[src/rtl/msd_dram_pkg.sv]
// msd_dram_pkg: shared types and field widths for the DDR5 command responder.
//   cmd_e         - command opcodes carried on cmd_op
//   err_e         - protocol error codes reported on err_code
//   seq_state_e   - two-part command sequencer states
//   bank_entry_t  - per-bank open/row/tRCD state
package msd_dram_pkg;

  localparam int unsigned CH_W       = 1;
  localparam int unsigned BG_W       = 3;
  localparam int unsigned BA_W       = 2;
  localparam int unsigned ROW_W      = 16;
  localparam int unsigned COL_W      = 6;
  localparam int unsigned IDX_W      = CH_W + BG_W + BA_W;
  localparam int unsigned NUM_BANKS  = 1 << IDX_W;
  localparam int unsigned TAG_W      = IDX_W + COL_W;
  localparam int unsigned RDATA_W    = IDX_W + ROW_W + COL_W;
  localparam int unsigned TRCD_CNT_W = 8;

  typedef enum logic [3:0] {
    NOP  = 4'd0,
    ACT0 = 4'd1,
    ACT1 = 4'd2,
    RD0  = 4'd3,
    RD1  = 4'd4,
    WR0  = 4'd5,
    WR1  = 4'd6,
    PRE  = 4'd7,
    REF  = 4'd8
  } cmd_e;

  typedef enum logic [2:0] {
    ERR_NONE     = 3'd0,
    ERR_SEQ      = 3'd1,
    ERR_ACT_OPEN = 3'd2,
    ERR_CLOSED   = 3'd3,
    ERR_TRCD     = 3'd4,
    ERR_REF_OPEN = 3'd5
  } err_e;

  typedef enum logic [1:0] {
    IDLE,
    WAIT_ACT1,
    WAIT_RD1,
    WAIT_WR1
  } seq_state_e;

  typedef struct packed {
    logic                  open;
    logic [ROW_W-1:0]      row;
    logic [TRCD_CNT_W-1:0] trcd_cnt;
  } bank_entry_t;

endpackage

[src/rtl/msd_bank_table.sv]
// msd_bank_table: 64-entry open-row table indexed {ch,bg,ba}.
//   clk_i, rst_ni  - clock, asynchronous active-low reset (clears all entries)
//   rd_idx_i       - lookup index; rd_entry_o is the current (pre-edge) entry
//   upd_en_i       - write upd_entry_i into entry upd_idx_i on the next edge
//   any_open_o     - high when at least one bank is open
// Every non-updated entry's trcd_cnt counts down to zero each cycle.
module msd_bank_table
  import msd_dram_pkg::*;
(
  input  logic             clk_i,
  input  logic             rst_ni,
  input  logic [IDX_W-1:0] rd_idx_i,
  output bank_entry_t      rd_entry_o,
  input  logic             upd_en_i,
  input  logic [IDX_W-1:0] upd_idx_i,
  input  bank_entry_t      upd_entry_i,
  output logic             any_open_o
);

  bank_entry_t tbl_q [NUM_BANKS];
  bank_entry_t tbl_d [NUM_BANKS];

  always_comb begin
    for (int unsigned i = 0; i < NUM_BANKS; i++) begin
      tbl_d[i] = tbl_q[i];
      if (tbl_q[i].trcd_cnt != '0) tbl_d[i].trcd_cnt = tbl_q[i].trcd_cnt - 1'b1;
    end
    if (upd_en_i) tbl_d[upd_idx_i] = upd_entry_i;
  end

  always_ff @(posedge clk_i or negedge rst_ni) begin
    if (!rst_ni) begin
      for (int unsigned i = 0; i < NUM_BANKS; i++) tbl_q[i] <= '0;
    end else begin
      for (int unsigned i = 0; i < NUM_BANKS; i++) tbl_q[i] <= tbl_d[i];
    end
  end

  always_comb begin
    rd_entry_o = tbl_q[rd_idx_i];
  end

  always_comb begin
    any_open_o = 1'b0;
    for (int unsigned i = 0; i < NUM_BANKS; i++) any_open_o = any_open_o | tbl_q[i].open;
  end

endmodule

[src/rtl/msd_dram_cmd_responder.sv]
// msd_dram_cmd_responder: DRAM-side responder for the DDR5 command stream.
//   clk, rst_n            - clock, asynchronous active-low reset
//   cmd_valid/cmd_ready   - command handshake; ready drops for TRFC cycles after REF
//   cmd_op/ch/bg/ba/row/col - command fields (cmd_op is msd_dram_pkg::cmd_e)
//   rsp_valid/tag/data    - read response, CL cycles after each completed read
//   err_valid/err_code    - one-cycle registered protocol error report
module msd_dram_cmd_responder
  import msd_dram_pkg::*;
#(
  parameter int unsigned CL     = 40,
  parameter int unsigned TRCD   = 8,
  parameter int unsigned TRFC   = 16,
  parameter int unsigned DATA_W = 64
) (
  input  logic              clk,
  input  logic              rst_n,
  input  logic              cmd_valid,
  output logic              cmd_ready,
  input  logic [3:0]        cmd_op,
  input  logic              cmd_ch,
  input  logic [2:0]        cmd_bg,
  input  logic [1:0]        cmd_ba,
  input  logic [15:0]       cmd_row,
  input  logic [5:0]        cmd_col,
  output logic              rsp_valid,
  output logic [11:0]       rsp_tag,
  output logic [DATA_W-1:0] rsp_data,
  output logic              err_valid,
  output logic [2:0]        err_code
);

  localparam int unsigned REF_W = $clog2(TRFC + 1);

  typedef struct packed {
    logic              vld;
    logic [TAG_W-1:0]  tag;
    logic [DATA_W-1:0] data;
  } rsp_t;

  cmd_e             op;
  logic             acc;
  logic [IDX_W-1:0] cmd_idx;
  bank_entry_t      rd_entry;
  logic             any_open;
  logic             trcd_ok;

  seq_state_e       state_q, state_d;
  logic [IDX_W-1:0] pend_idx_q, pend_idx_d;
  logic [ROW_W-1:0] pend_row_q, pend_row_d;
  logic [COL_W-1:0] pend_col_q, pend_col_d;
  logic             err_vld_q, err_vld_d;
  err_e             err_code_q, err_code_d;
  logic [REF_W-1:0] ref_cnt_q, ref_cnt_d;
  logic             cmd_ready_q;

  logic             upd_en;
  bank_entry_t      upd_entry;
  logic             push;
  logic             ref_start;
  rsp_t             dl_in;
  rsp_t             dl_q [CL];

  assign op      = cmd_e'(cmd_op);
  assign acc     = cmd_valid && cmd_ready_q;
  assign cmd_idx = {cmd_ch, cmd_bg, cmd_ba};
  // The counter ticks on the same edge that accepts RD0/WR0, so a value of 1
  // here means tRCD has fully elapsed at that edge.
  assign trcd_ok = (rd_entry.trcd_cnt <= TRCD_CNT_W'(1));

  msd_bank_table u_bank_table (
    .clk_i       (clk),
    .rst_ni      (rst_n),
    .rd_idx_i    (cmd_idx),
    .rd_entry_o  (rd_entry),
    .upd_en_i    (upd_en),
    .upd_idx_i   (cmd_idx),
    .upd_entry_i (upd_entry),
    .any_open_o  (any_open)
  );

  always_comb begin
    state_d    = state_q;
    pend_idx_d = pend_idx_q;
    pend_row_d = pend_row_q;
    pend_col_d = pend_col_q;
    err_vld_d  = 1'b0;
    err_code_d = ERR_NONE;
    upd_en     = 1'b0;
    upd_entry  = '0;
    push       = 1'b0;
    ref_start  = 1'b0;
    if (acc && op != NOP) begin
      case (state_q)
        IDLE: begin
          case (op)
            ACT0: begin
              state_d    = WAIT_ACT1;
              pend_idx_d = cmd_idx;
              pend_row_d = cmd_row;
            end
            RD0, WR0: begin
              if (!rd_entry.open) begin
                err_vld_d  = 1'b1;
                err_code_d = ERR_CLOSED;
              end else if (!trcd_ok) begin
                err_vld_d  = 1'b1;
                err_code_d = ERR_TRCD;
              end else begin
                state_d    = (op == RD0) ? WAIT_RD1 : WAIT_WR1;
                pend_idx_d = cmd_idx;
                pend_col_d = cmd_col;
              end
            end
            ACT1, RD1, WR1: begin
              err_vld_d  = 1'b1;
              err_code_d = ERR_SEQ;
            end
            PRE: begin
              // Writing an all-zero entry closes the bank and clears trcd_cnt.
              upd_en = 1'b1;
            end
            REF: begin
              if (any_open) begin
                err_vld_d  = 1'b1;
                err_code_d = ERR_REF_OPEN;
              end else begin
                ref_start = 1'b1;
              end
            end
            default: ;
          endcase
        end
        WAIT_ACT1: begin
          state_d = IDLE;
          if (op == ACT1 && cmd_idx == pend_idx_q && cmd_row == pend_row_q) begin
            if (rd_entry.open) begin
              err_vld_d  = 1'b1;
              err_code_d = ERR_ACT_OPEN;
            end else begin
              upd_en             = 1'b1;
              upd_entry.open     = 1'b1;
              upd_entry.row      = cmd_row;
              upd_entry.trcd_cnt = TRCD_CNT_W'(TRCD);
            end
          end else begin
            err_vld_d  = 1'b1;
            err_code_d = ERR_SEQ;
          end
        end
        WAIT_RD1: begin
          state_d = IDLE;
          if (op == RD1 && cmd_idx == pend_idx_q && cmd_col == pend_col_q) begin
            push = 1'b1;
          end else begin
            err_vld_d  = 1'b1;
            err_code_d = ERR_SEQ;
          end
        end
        WAIT_WR1: begin
          state_d = IDLE;
          if (!(op == WR1 && cmd_idx == pend_idx_q && cmd_col == pend_col_q)) begin
            err_vld_d  = 1'b1;
            err_code_d = ERR_SEQ;
          end
        end
        default: state_d = IDLE;
      endcase
    end
  end

  always_comb begin
    if (ref_start) begin
      ref_cnt_d = REF_W'(TRFC);
    end else if (ref_cnt_q != '0) begin
      ref_cnt_d = ref_cnt_q - 1'b1;
    end else begin
      ref_cnt_d = '0;
    end
  end

  always_comb begin
    dl_in = '0;
    if (push) begin
      dl_in.vld  = 1'b1;
      dl_in.tag  = {cmd_idx, cmd_col};
      dl_in.data = DATA_W'({cmd_idx, rd_entry.row, cmd_col});
    end
  end

  always_ff @(posedge clk or negedge rst_n) begin
    if (!rst_n) begin
      state_q     <= IDLE;
      pend_idx_q  <= '0;
      pend_row_q  <= '0;
      pend_col_q  <= '0;
      err_vld_q   <= 1'b0;
      err_code_q  <= ERR_NONE;
      ref_cnt_q   <= '0;
      cmd_ready_q <= 1'b1;
    end else begin
      state_q     <= state_d;
      pend_idx_q  <= pend_idx_d;
      pend_row_q  <= pend_row_d;
      pend_col_q  <= pend_col_d;
      err_vld_q   <= err_vld_d;
      err_code_q  <= err_code_d;
      ref_cnt_q   <= ref_cnt_d;
      cmd_ready_q <= (ref_cnt_d == '0);
    end
  end

  // CL-stage shift register: entry loaded at edge n reaches the last stage
  // after edge n+CL-1, i.e. is visible during cycle n+CL.
  always_ff @(posedge clk or negedge rst_n) begin
    if (!rst_n) begin
      for (int unsigned i = 0; i < CL; i++) dl_q[i] <= '0;
    end else begin
      dl_q[0] <= dl_in;
      for (int unsigned i = 1; i < CL; i++) dl_q[i] <= dl_q[i-1];
    end
  end

  assign cmd_ready = cmd_ready_q;
  assign err_valid = err_vld_q;
  assign err_code  = err_code_q;
  assign rsp_valid = dl_q[CL-1].vld;
  assign rsp_tag   = dl_q[CL-1].tag;
  assign rsp_data  = dl_q[CL-1].data;

endmodule

[config.mk]
export PLATFORM = sky130hd
export DESIGN_NAME = msd_dram_cmd_responder
export DESIGN_NICKNAME = d
export VERILOG_FILES = /design/src/rtl/msd_dram_pkg.sv /design/src/rtl/msd_bank_table.sv /design/src/rtl/msd_dram_cmd_responder.sv
export SDC_FILE = /design/constraint.sdc
export NUM_CORES = 2
export LEC_CHECK = 0
export ABC_AREA = 1
export CORE_UTILIZATION = 31
export CTS_BUF_LIST = sky130_fd_sc_hd__clkbuf_8
export CTS_CLUSTER_SIZE = 30
export DETAILED_ROUTE_END_ITERATION = 6
export GPL_TIMING_DRIVEN = 0
export PLACE_DENSITY = 0.44
export SLEW_MARGIN = 20
export SYNTH_ARGS = -nofsm -noshare
export SYNTH_HDL_FRONTEND = slang
export SYNTH_HIERARCHICAL = 1
export SYNTH_SLANG_ARGS = --single-unit
[constraint.sdc]
create_clock -name clk -period 5.26 [get_ports clk]
set_clock_uncertainty 0.05 [all_clocks]
set_input_delay 1.052 -clock clk [delete_from_list [all_inputs] [get_ports clk]]
set_output_delay 1.052 -clock clk [all_outputs]
set_load 0.02 [all_outputs]
==> reports/results.ini <==
[routing]
drt_iter0_drc=11900
drt-vias-per-instance=5.25
first_pass_iters=7
wirelength_um=485000
vias=95300
drc=6
ant_nets=0
wl_per_cell_um=26.7

[status]
status=finished with violations
violations=DRC, setup timing

[pwr]
sw_frac_of_total=0.326
seqPwrFrac=0.447
clkPwrFrac=0.357
intPower_mw=39.5
p_total_mw=58.6
total_leakage_power_nw=63.5
vdd_drop_max_v=0.000250
power_density_nw_per_um2=439
switchingPower_mw=19.1
p_comb_frac=0.196

[floorplanning]
dieHeight_um=610
rows=222
die_x_um=610
core_area_um2=367000
dieArea_um2=372000
start_util=0.312
ioPinCount=117

[timing]
period_share=1.03
slew_headroom=0.104
fin_crit_ns=5.44
slew_viol_final=0
hold_viol=0
fin_ws_ns=-0.180
setup_viol=297
worst_pin_slew_ns=1.34
timing.fmax_mhz=184

[layout]
layout-drive-gt1-share=0.0971
multi_input_area_um2=39100
layout.nets=13100
nFillCells=37400
post-route-util=0.364
syn2layout_area_growth_pct=16.7
register_area_um2=70100

[place]
port_buffers=80
gp_congestion=0.996
post-dp-hpwl_um=347000

[setup_path]
r2r_slack_ns=0.88
worst_r2r_endpoint=u_bank_table/tbl_q[698]$_DFFE_PN0P_
critPathLaunchType=input pin
critPathTopFamily=buffers and inverters
crit_type=input pin to flip-flop
end_kind=flip-flop
critPathBufInv=7
r2r_cells=14
crit_path_max_fanout=10
arrival_ns=6.31
worstReg2RegStart=u_bank_table/tbl_q[224]$_DFFE_PN0P_
slowest_stage=clkdlybuf4s50_1
crit_chain=clkdlybuf4s50_1 -> clkbuf_2 -> clkbuf_1 -> nand2_1 -> nand3_1 -> nand3_1 -> nand2_4 -> nor2_2 -> nand3_1 -> a21oi_4 -> nand2_1 -> nor2_4 -> buf_4 -> buf_16 -> nand2_1 -> buf_2 -> clkbuf_1 -> o21ai_0
max_stage_delay_ns=0.94
required_ns=6.13

[clock_tree]
cts.path.max_buffers=4
cts.sinks=2800
root_buffer=clkbuf_8
cts_tree=done
h-tree-depth=6
numCtsBuffers=519
insertion_delay_ns=1.20
clk_pin_slew_ns=0.06

[grt]
grt_pass1_wl_um=682000
grt_pass1_vias=92200
grt_max_degree=143
antenna_found_initial=31
grt_usage=0.256
gr-total-overflow=0

[yosys]
yosys_warnings=6
syn_area_um2=114000
syn_inst=12200
syn_area_per_cell_um2=9.36

[min_path]
min_path_cells=0
hp-class=flip-flop to flip-flop
min_from=dl_q[841]$_DFF_PN0_
min_to=dl_q[764]$_DFF_PN0_

[run]
cap_violations=0

==> how the worst max path moves through the flow <==
| stage | endpoint | start | cells after the start | slack, ns |
|---|---|---|---|---|
| global route | u_bank_table/tbl_q[796]$_DFFE_PN0P_ | cmd_ba[0] | 25 | -0.01 |
| detailed placement | u_bank_table/tbl_q[1172]$_DFFE_PN0P_ | cmd_ba[1] | 19 | -4.03 |
| CTS | u_bank_table/tbl_q[95]$_DFFE_PN0P_ | cmd_ba[1] | 23 | 0.003 |
| finish | u_bank_table/tbl_q[668]$_DFFE_PN0P_ | cmd_bg[1] | 18 | -0.18 |
| global placement | u_bank_table/tbl_q[1062]$_DFFE_PN0P_ | rst_n | 1 | -128.40 |
| floorplan | u_bank_table/tbl_q[733]$_DFFE_PN0P_ | cmd_ba[1] | 21 | 1.04 |
==> through the flow <==
| stage | hold slack (ns) | cells | setup TNS, ns | area (um2) | setup WS [ns] |
|---|---|---|---|---|---|
| global placement | 0.281 | 17200 | - | 121000 | -128.40 |
| floorplan | 0.281 | 12300 | 0 | 115000 | 1.04 |
| detailed placement | 0.285 | 17200 | -5571.51 | 123000 | -4.03 |
| global route | 0.209 | 18100 | -0.0196 | 134000 | -0.00976 |
| CTS | 0.205 | 18100 | 0 | 134000 | 0.00308 |
| finish | 0.197 | 18100 | -16.55 | 134000 | -0.180 |
==> cell usage in the layout (no fill, tap or decap), drive strengths merged, types with 34 or more instances in the layout <==
cell type,instances
buf,337
a21oi,50
clkinv,54
xor2,259
clkdlybuf4s50,76
conb,51
ha,130
o21ai,1378
inv,639
clkbuf,1253
nand4,34
o211ai,60
nand2,3639
dfrtp,2799
o22ai,256
xnor2,141
nand3,1616
nor2,347
nor3,94
==> power by group through the flow <==
stage	Sequential [mW]	Clock (mW)	Combinational [mW]
global route	26.5	22.6	12.8
global placement	26.7	0	10.6
floorplan	25.6	0	8.12
detailed placement	26.4	0	11.1
finish	26.2	20.9	11.5
CTS	26.1	21.6	11.2
==> what timing repair did <==
item,CTS,global route
setup buffers,16,3
endpoints found under the setup margin,1616,822
hold buffers,1,0
endpoints found under the hold margin,113,0
pin swaps,7,1
gates resized for setup,148,72
==> state kept, by name (all words and copies together), names as in the netlist <==
register,flops
pend_row_q,16
err_valid,1
dl_q,1131
pend_idx_q,6
ref_cnt_q,5
rsp_tag,10
u_bank_table/tbl_q,1600
pend_col_q,6
rsp_valid,1
cmd_ready,1
state_q,2
rsp_data,18
err_code,3
==> layout make-up <==
type / count / share of cell area
antenna: 14 / 0.000262
clock buffer: 643 / 0.0662
buffer: 885 / 0.0314
inverter: 464 / 0.0132
timing repair buffer: 145 / 0.0160
tap: 4816 / 0.0451
clock inverter: 252 / 0.0109
sequential: 2800 / 0.524
multi-input combinational: 8127 / 0.293
==> per-layer routing <==
metal,wire length [um],global-route usage,vias to the layer above
li1,-,-,41400
met4,33100,0.153,20
met1,203000,0.347,48000
met3,44100,0.0602,1126
met5,295,0.00349,-
met2,204000,0.371,4806
(Power assumes the default switching activity.)
